`src/rtl/mem_arbiter.sv`:
```
// -----------------------------------------------------------------------------
// mem_arbiter
//
// Shares one fixed-latency main-memory port between the instruction cache
// (port 0) and the data cache (port 1). Only one transaction is in progress
// at a time.
//
// Transaction flow:
//   IDLE  -> ISSUE : a request is sampled and latched
//   ISSUE -> IDLE  : store, completes in the ISSUE cycle
//   ISSUE -> WAIT  : line read
//   WAIT  -> IDLE  : response or timeout
//
// Reads are issued as a single-cycle mem_req_o pulse. This puts exactly one
// valid token into the memory's delay pipeline. When the response comes
// back, it is routed to the port that was granted.
//
// Arbitration is round-robin when both ports request together.
//
// After reset the FSM spends DATA_TRANSFER_TIME cycles in DRAIN. The memory
// pipeline is not reset, so a read token that was in flight when reset hit
// can still pop out. Any such token arrives during DRAIN and is discarded.
//
// A read that gets no response within TIMEOUT_CYCLES WAIT cycles completes
// with zero data and sets the sticky err_o flag.
//
// Ports:
//   clk, reset             clock, synchronous active-high reset
//   req_i[p]               request from port p, held until done_o[p]
//   store_i[p]             1 = store, 0 = line read
//   store_word_i[p]        1 = word store, 0 = byte store (data in [7:0])
//   addr_i[p], wdata_i[p]  request address / store data
//   done_o[p]              one-cycle completion pulse for port p
//   rdata_o                read line, valid with a read done_o, else 0
//   err_o                  sticky read-timeout flag
//   mem_*_o                request side of the memory port
//   mem_fill_data_i        memory read line
//   mem_response_valid_i   memory read response strobe
// -----------------------------------------------------------------------------
module mem_arbiter #(
   parameter int ADDRESS_WIDTH      = 32,
   parameter int FILL_DATA_WIDTH    = 128,
   parameter int STORE_DATA_WIDTH   = 32,
   parameter int DATA_TRANSFER_TIME = 5,
   parameter int TIMEOUT_CYCLES     = 16
) (
   input  logic                        clk,
   input  logic                        reset,
   input  logic [1:0]                  req_i,
   input  logic [1:0]                  store_i,
   input  logic [1:0]                  store_word_i,
   input  logic [ADDRESS_WIDTH-1:0]    addr_i [2],
   input  logic [STORE_DATA_WIDTH-1:0] wdata_i [2],
   output logic [1:0]                  done_o,
   output logic [FILL_DATA_WIDTH-1:0]  rdata_o,
   output logic                        err_o,
   output logic                        mem_req_o,
   output logic                        mem_store_o,
   output logic                        mem_store_word_o,
   output logic [ADDRESS_WIDTH-1:0]    mem_addr_o,
   output logic [STORE_DATA_WIDTH-1:0] mem_wdata_o,
   input  logic [FILL_DATA_WIDTH-1:0]  mem_fill_data_i,
   input  logic                        mem_response_valid_i
);

   localparam int DW = $clog2(DATA_TRANSFER_TIME + 1);
   localparam int TW = $clog2(TIMEOUT_CYCLES + 1);

   typedef enum logic [1:0] {
      S_DRAIN,
      S_IDLE,
      S_ISSUE,
      S_WAIT
   } state_t;

   state_t                      state_reg;
   logic [DW-1:0]               drain_cnt_reg;
   logic [TW-1:0]               timeout_cnt_reg;
   logic                        last_grant_reg;
   logic                        grant_reg;
   logic                        store_reg;
   logic                        store_word_reg;
   logic [ADDRESS_WIDTH-1:0]    addr_reg;
   logic [STORE_DATA_WIDTH-1:0] wdata_reg;
   logic                        mem_req_reg;
   logic                        store_done_reg;
   logic                        err_reg;

   logic                        win_next;
   logic                        resp_hit;
   logic                        timeout_hit;
   logic                        read_done;
   logic                        any_done;

   // Arbitration on the requests sampled this cycle.
   // When both ports request, the port that was not served last time wins.
   always_comb begin
      win_next = 1'b0;
      unique case (req_i)
         2'b01:   win_next = 1'b0;
         2'b10:   win_next = 1'b1;
         2'b11:   win_next = ~last_grant_reg;
         default: win_next = 1'b0;
      endcase
   end

   // Memory responses only count while a read is outstanding.
   assign resp_hit = (state_reg == S_WAIT) && mem_response_valid_i;

   // timeout_cnt_reg holds the number of WAIT cycles already completed.
   // The timeout therefore fires in the TIMEOUT_CYCLES-th WAIT cycle if no
   // response has been seen. A response arriving in that same cycle takes
   // priority over the timeout.
   assign timeout_hit = (state_reg == S_WAIT) && !mem_response_valid_i &&
                        (timeout_cnt_reg == TW'(TIMEOUT_CYCLES - 1));

   assign read_done = resp_hit || timeout_hit;
   assign any_done  = store_done_reg || read_done;

   // Response data passes straight through in the response cycle.
   // It is zero in every other cycle, including a timed-out read.
   assign rdata_o = resp_hit ? mem_fill_data_i : '0;

   // Completion is steered to the latched grant, so at most one bit is high.
   generate
      for (genvar gi = 0; gi < 2; gi++) begin : g_done
         assign done_o[gi] = any_done && (grant_reg == 1'(gi));
      end
   endgenerate

   // The memory control signals come from the latched request.
   // The memory only acts on them while mem_req_o is high (the ISSUE cycle).
   assign mem_req_o        = mem_req_reg;
   assign mem_store_o      = store_reg;
   assign mem_store_word_o = store_word_reg;
   assign mem_addr_o       = addr_reg;
   assign mem_wdata_o      = wdata_reg;
   assign err_o            = err_reg;

   always_ff @(posedge clk) begin
      if (reset) begin
         state_reg       <= S_DRAIN;
         drain_cnt_reg   <= DW'(DATA_TRANSFER_TIME);
         timeout_cnt_reg <= '0;
         last_grant_reg  <= 1'b0;
         grant_reg       <= 1'b0;
         store_reg       <= 1'b0;
         store_word_reg  <= 1'b0;
         addr_reg        <= '0;
         wdata_reg       <= '0;
         mem_req_reg     <= 1'b0;
         store_done_reg  <= 1'b0;
         err_reg         <= 1'b0;
      end else begin
         // Request and store completion are single-cycle pulses.
         // Both are owned by the ISSUE cycle.
         mem_req_reg    <= 1'b0;
         store_done_reg <= 1'b0;

         unique case (state_reg)
            S_DRAIN: begin
               // Stay here long enough for any pre-reset read token to leave
               // the memory pipeline. Its response is ignored.
               drain_cnt_reg <= drain_cnt_reg - 1'b1;
               if (drain_cnt_reg <= DW'(1)) begin
                  state_reg <= S_IDLE;
               end
            end

            S_IDLE: begin
               if (|req_i) begin
                  grant_reg      <= win_next;
                  last_grant_reg <= win_next;
                  store_reg      <= store_i[win_next];
                  store_word_reg <= store_word_i[win_next];
                  addr_reg       <= addr_i[win_next];
                  wdata_reg      <= wdata_i[win_next];
                  mem_req_reg    <= 1'b1;
                  // A store commits at the end of ISSUE, so its done pulse
                  // is raised in the ISSUE cycle itself.
                  store_done_reg <= store_i[win_next];
                  state_reg      <= S_ISSUE;
               end
            end

            S_ISSUE: begin
               if (store_reg) begin
                  state_reg <= S_IDLE;
               end else begin
                  timeout_cnt_reg <= '0;
                  state_reg       <= S_WAIT;
               end
            end

            S_WAIT: begin
               if (mem_response_valid_i) begin
                  state_reg <= S_IDLE;
               end else if (timeout_hit) begin
                  err_reg   <= 1'b1;
                  state_reg <= S_IDLE;
               end else begin
                  timeout_cnt_reg <= timeout_cnt_reg + 1'b1;
               end
            end

            default: state_reg <= S_DRAIN;
         endcase
      end
   end

endmodule

```
`config.mk`:
```
export PLATFORM = sky130hd
export DESIGN_NAME = mem_arbiter
export DESIGN_NICKNAME = d
export VERILOG_FILES = /design/src/rtl/mem_arbiter.sv
export SDC_FILE = /design/constraint.sdc
export NUM_CORES = 1
export LEC_CHECK = 0
export ABC_AREA = 1
export CORE_AREA = 2 2 180 182
export DETAILED_ROUTE_END_ITERATION = 10
export DIE_AREA = 0 0 182 184
export PLACE_DENSITY = 0.53
export REMOVE_ABC_BUFFERS = 1
export SYNTH_ARGS = -nofsm -noshare
export SYNTH_HDL_FRONTEND = slang
export SYNTH_SLANG_ARGS = --single-unit
export TNS_END_PERCENT = 5
```
`constraint.sdc`:
```
create_clock -name clk -period 1.75 [get_ports clk]
set_input_delay 0.175 -clock clk [delete_from_list [all_inputs] [get_ports clk]]
set_output_delay 0.175 -clock clk [all_outputs]
set_load 0.005 [all_outputs]
```
==> impl_metrics.csv, run 1 <==
group,metric,value,unit
placed_design,dpl.cell_count,1595,
clock_tree,cts_buffers,9,
routing,drtPass1Iterations,4,
worst_setup_path,reg2reg_from,"state_reg[0]$_SDFFE_PP0P_",
min_path,min_from,"wdata_i[30]",
worst_setup_path,required,1.57,ns
grt,grt_usage,16.7,%
routing,vias,6606,
clock_tree,clock_sinks,80,
finish,areaGrowthSynthToFinish,120,%
routing,drt_iter0_markers,204,
worst_setup_path,cp_max_fo,15,
grt,first_global_vias,6609,
routing,wl_met3,2740,µm
die,core,0.0314,mm²
timing,fin_hold_ws,0.388,ns
routing,wl_met1,10800,µm
worst_setup_path,reg2reg_slack,0.07,ns
min_path,hold_depth,3,
routing,routed-wl-met2,14500,µm
pwr,p_int,0.00585,W
routing,post-route-drc-count,0,
logic_synthesis,synth_cell_types,23,
grt,grt_overflow,0,
timing,rsz0062_at_grt,"yes",
status,violations,"negative setup slack",
clock_tree,htree_levels,3,
pwr,p_leak,4.97,nW
placed_design,hpwl,23500,µm
grt,grt_pass1_wl,41200,µm
die,die_w,182,µm
timing,tns,-2.44,ns
pwr,power_frac_seq,30.0,%
logic_synthesis,synth_seq_cells,80,
grt,grt_antenna_before_repair,3,
die,initial_core_util,14.6,%
logic_synthesis,syn_area,0.00458,mm²
timing,final.setup.worst_slack,-0.157,ns
finish,nets,1495,
timing,skew,0.00469,ns
timing,setup_viol,32,
pwr,p_per_area,891,mW/mm²
timing,relSlewSlack,77.4,%
timing,slew_viol_final,0,
logic_synthesis,yosys_warnings,0,
worst_setup_path,r2r_cells,8,
timing,finalHoldViolations,0,
routing,ant_nets,0,
clock_tree,clk_path_buf_depth,2,
worst_setup_path,timing.rr.end,"mem_wdata_o[16]$_SDFFE_PP0N_",
timing,tightest_slew,0.338,ns
finish,stdcell_count,1629,
pwr,power,0.00899,W
min_path,hp-class,"in2reg",
logic_synthesis,synthCells,751,
logic_synthesis,ys_seq_area_share,35.0,%
clock_tree,cts-root-buf,"clkbuf_16",
pwr,vdd_drop_max,454,µV
grt,grt_max_degree,55,
placed_design,place.gp.congestion,0.939,
logic_synthesis,syn_avg_cell_area,6.10,µm²
finish,n_fill_cell,3470,
worst_setup_path,arrival,1.73,ns
min_path,holdPathEnd,"mem_wdata_o[30]$_SDFFE_PP0N_",
job,maxCapViolCount,0,
worst_setup_path,critical_path_class,"reg2out",
routing,detail_route.wl_per_cell,17.9,µm
pwr,power_frac_comb,48.7,%
finish,regArea,0.00161,mm²
die,rows,65,
worst_setup_path,end_kind,"output port",
routing,wl,29200,µm
finish,multi_input_area,0.00236,mm²
pwr,switching_power,0.00314,W
pwr,power_frac_clock,21.3,%
routing,top_layer,"met5",
timing,period_minus_slack,1.91,ns
status,run_status,"complete, but fails checks",
die,dieArea,0.0335,mm²
timing,fmax,525,MHz
placed_design,port_buffers,462,
timing,fin_crit_sh,109,%
clock_tree,clkSlewWorstSetupHoldPaths,0.07,ns
clock_tree,cts_tree,"built",
worst_setup_path,worst_setup_path_start_kind,"flop",
routing,avgViaCountPerCell,4.06,
die,ios,463,
finish,drive_gt1_share,18.4,%
clock_tree,worstSkewPairLatency,0.35,ns
die,die_y,184,µm
pwr,swShare,34.9,%
through the flow:
| stage | area, µm² | setup WS [ns] | util [%] |
|---|---|---|---|
| floorplan | 4320 | -1.16 | - |
| global placement | 9760 | -0.235 | 31.1 |
| detailed placement | 9760 | -0.233 | 31.1 |
| CTS | 10100 | -0.269 | 32.3 |
| global route | 10100 | -0.213 | 32.1 |
| finish | 10100 | -0.157 | 32.1 |
worst max-delay path, cell delays in order, from the launching register on:
cell and delay [ns]:
dfxtp_2 0.35, ha_4 0.17, nand2_8 0.08, buf_8 0.17, nor2_1 0.10, clkdlybuf4s50_1 0.51
routing by layer:
metal	track usage, %	up-vias
li1	-	3249
met1	17.2	2986
met2	29.8	320
met3	6.14	47
met4	8.35	4
met5	0	-
timing repair:
item / 4_1_cts / 5_1_grt
pin swaps: 8 / 3
setup endpoints to repair: 140 / 157
gates resized for setup: 269 / 200
gates cloned: 3 / 0
hold buffers: 0 / 0
setup buffers: 6 / 8
worst max path at each step:
| stage | start | to | slack (ns) |
|---|---|---|---|
| final | state_reg[0]$_SDFFE_PP0P_ | rdata_o[8] | -0.16 |
| after global routing | state_reg[0]$_SDFFE_PP0P_ | rdata_o[8] | -0.21 |
| after CTS | state_reg[1]$_SDFFE_PP0P_ | rdata_o[101] | -0.27 |
| after detailed placement | mem_response_valid_i | rdata_o[2] | -0.23 |
| after global placement | mem_response_valid_i | rdata_o[2] | -0.24 |
| after floorplan | state_reg[0]$_SDFFE_PP0P_ | rdata_o[0] | -1.16 |
cells by family after synthesis:
group,Yosys count,share of synthesized area (%)
compound gates,147,18.0
simple gates,317,26.7
buf+inv,198,17.9
flops,80,35.0
fa+ha+maj,9,2.46
synthesized netlist by cell type:
library cell  number  area share, %
nor2_1           146             12
nor2_4             1           0.25
inv_1            142             12
ha_1               9            2.5
nor2_2             1           0.14
clkbuf_1          11           0.90
o21ai_1           27            3.0
buf_2             33            3.6
a31oi_1           65            8.9
buf_4              3           0.49
nor3b_1            1           0.16
dfxtp_1           80             35
inv_2              6           0.49
o21ai_0           45            4.9
a21oi_1            8           0.87
o21ai_2            1           0.19
a21boi_0           1           0.16
nand2_2            1           0.14
buf_6              3           0.74
nand3b_1           1           0.16
nand3_1            8           0.87
nand4_1            1           0.14
nand2_1          157             13
placed cells by master, fill, tap and decap left out, types with 5 or more instances in the layout:
master,Yosys,final
buf_2,33,41
o21ai_1,27,44
nand2_1,157,154
dlygate4sd2_1,0,6
buf_12,0,7
buf_4,3,33
nor2_1,146,104
dlymetal6s2s_1,0,16
a31oi_1,65,65
nor2_4,1,5
clkbuf_16,0,9
o21ai_0,45,26
dfxtp_1,80,76
nor2_2,1,39
ha_1,9,5
clkdlybuf4s15_2,0,5
nand3_1,8,8
buf_6,3,6
a21oi_1,8,6
inv_1,142,141
clkbuf_2,0,48
inv_2,6,6
clkdlybuf4s50_1,0,340
layout make-up:
type,instances,area share [%]
Timing Repair Buffer,509,47.3
Clock inverter,3,0.422
Tap cell,402,4.99
Clock buffer,13,2.38
Antenna cell,1,0.0248
Inverter,148,5.54
Multi-Input combinational cell,473,23.5
Sequential cell,80,15.9
power by group through the flow:
stage	Sequential (W)	Clock, W	Combinational, W
final	0.00270	0.00191	0.00438
after global routing	0.00277	0.00206	0.00481
after CTS	0.00269	0.00197	0.00434
after detailed placement	0.00269	0	0.00425
after global placement	0.00267	0	0.00425
after floorplan	0.00271	0	0.00153
Power figures use the tool's default switching activity.
==> run 2: changes to the inputs <==
--- a/config.mk
+++ b/config.mk
@@ -6,6 +6,7 @@
 export NUM_CORES = 1
 export LEC_CHECK = 0
 export ABC_AREA = 1
+export CAP_MARGIN = 15
 export CORE_AREA = 2 2 180 182
 export DETAILED_ROUTE_END_ITERATION = 10
 export DIE_AREA = 0 0 182 184
==> results of run 2 <==
No change in the layout: final DEF, timing and power equal those of run 1.
==> RTL edit, RTL diff (flow settings as in run 2) <==
Make the reset (`reset`) asynchronous in one clocked block. Comments in the files are not updated.
--- a/src/rtl/mem_arbiter.sv
+++ b/src/rtl/mem_arbiter.sv
@@ -137,7 +137,7 @@
    assign mem_wdata_o      = wdata_reg;
    assign err_o            = err_reg;
 
-   always_ff @(posedge clk) begin
+   always_ff @(posedge clk or posedge reset) begin
       if (reset) begin
          state_reg       <= S_DRAIN;
          drain_cnt_reg   <= DW'(DATA_TRANSFER_TIME);
Behaviour: differs if reset is asserted again (counterexample within 10 cycles, from zero or initial values and one cycle with reset high); with reset held inactive, the same outputs for 10 cycles.
==> RTL edit against run 2 <==
  * The run still ends with negative setup slack left
  * Die area stayed put
  * Power is 24% higher
  * Highest routed layer unchanged
  * Clock skew is 0.0030 ns higher
  * Critical path depth is 3 higher
  * First-iteration DRC count is 13% lower
  * Wire length is 8.5% higher
  * Setup slack worse by 0.062 ns
  * Core utilization is 1.6 points higher
  * Count of clock-buffer cells in the layout is 3 lower
  * Sequential cell count stayed put
  * Synthesized area is 5.6% higher
  * Via count is 2.3% lower
  * Cell area is 4.9% higher
==> RTL edit: results (changes against run 2) <==
cp_data_arrival_time_ns: 1.79  # +0.06 ns
fin_nets: 1480  # -1.0%
synthAdderAreaFrac: 0.0207  # -0.00389
setup_viol: 91  # +180%
status: "finished with violations"
antenna_found_initial: 9  # +6
post-place-ws_ns: -0.346  # -0.113 ns
synth-xor-area-share: 0.00362  # +0.00362
crit_fanout: 3  # -12
tightest_slew_ns: 0.401  # +0.0632 ns
first_global_vias: 6706  # +1.5%
leakage_nw: 5.47  # +10%
worstReg2RegEnd: "mem_wdata_o[31]$_DFFE_PP0P_"
cp_slowest_cell: "dfrtp_1"
ys_top_cells_by_area: "dfrtp_1 (40%), nor2_1 (15%), inv_1 (11%)"
grt_usage: 0.180  # +0.0137
r2r-start: "state_reg[1]$_DFFE_PP0P_"
hp-class: "in2async"
synth_common_cells: "nor2_1 (198), inv_1 (144), nand2_1 (85)"
synth-compound-area-share: 0.153  # -0.0271
fin_setup_tns_ns: -9.18  # -6.74 ns
holdWs_ns: 0.0960  # -0.292 ns
critical_path.max_stage_delay_ns: 0.35  # -0.16 ns
drt_iter0_markers: 178  # -13%
routed_via_density: 4.00  # -1.5%
vdd_drop_max_mv: 0.658  # +45%
worst_slack_ns: -0.219  # -0.0624 ns
grt_pass1_wl_mm: 43.9  # +6.5%
finClkSkew_ns: 0.00768  # +0.00299 ns
grt_max_degree: 62  # +13%
ys_async_sr_fraction: 1.00  # +1.00
ys.flop_type: "dfrtp_1"
drive_gt1_frac: 0.196  # +0.0112
hpwl_mm: 25.5  # +8.5%
violations: "negative setup slack"
gp_congestion: 0.854  # -9.0%
==> RTL edit: worst max-delay path: cells and delay by family (launching register included) <==
| family | cells | cell delay [ns] |
|---|---|---|
| buffers and inverters | 2 | 0.39 |
| AO/OA/AOI/OAI | 2 | 0.19 |
| AND/OR/NAND/NOR | 2 | 0.17 |
| adder cells (fa/ha/maj) | 2 | 0.35 |
| flip-flops | 1 | 0.35 |
==> RTL edit: stage by stage <==
stage / area [sq um] / std cells
floorplan: 4560 / 679
global placement: 10100 / 1579
detailed placement: 10100 / 1579
CTS: 10200 / 1599
global route: 10600 / 1614
finish: 10600 / 1615
==> RTL edit: routing by layer <==
metal  vias to the layer above  global-route usage  share of wire
li1                       3137                   -              -
met1                      2900               0.176           0.35
met2                       339               0.333           0.51
met3                        61              0.0846           0.11
met4                        16              0.0658          0.035
met5                         -                   0         0.0031
==> RTL edit: kinds of logic after synthesis <==
family / after synthesis
AND/OR/NAND/NOR: 298
buffers and inverters: 188
adder cells (fa/ha/maj): 8
flip-flops: 80
XOR/XNOR: 2
AO/OA/AOI/OAI: 145
==> RTL edit: area by class of cell <==
class	count	area (sq um)
Inverter	146	552
Clock inverter	6	41.3
Multi-Input combinational cell	454	2260
Tap cell	402	503
Fill cell	3372	20800
Timing Repair Buffer	516	4970
Clock buffer	10	239
Antenna cell	1	2.50
Sequential cell	80	2000
==> RTL edit: worst max-delay path by stage <==
stage / startpoint / endpoint / slack, ns
2_1_floorplan: state_reg[0]$_DFFE_PP0P_ / rdata_o[0] / -1.22
4_1_cts: state_reg[1]$_DFFE_PP0P_ / rdata_o[58] / -0.41
3_3_place_gp: mem_response_valid_i / rdata_o[24] / -0.38
5_1_grt: state_reg[0]$_DFFE_PP0P_ / rdata_o[27] / -0.33
3_5_place_dp: mem_response_valid_i / rdata_o[3] / -0.35
6_report: timeout_cnt_reg[0]$_DFFE_PP0P_ / done_o[1] / -0.22
==> RTL edit: what timing repair did <==
item,4_1_cts,5_1_grt
endpoints found under the setup margin,136,201
hold buffers,0,0
gates resized for setup,323,161
buffers inserted,2,12
endpoints found under the hold margin,0,0
pin swaps,2,2
gates cloned,2,4
==> RTL edit: where the power goes <==
group	leakage [nW]	total [mW]	switching, mW	internal, mW
clock network	0.143	1.84	0.835	1.01
registers	0.978	3.31	0.552	2.75
logic	4.34	6.01	2.75	3.27
total	5.47	11.2	4.14	7.03
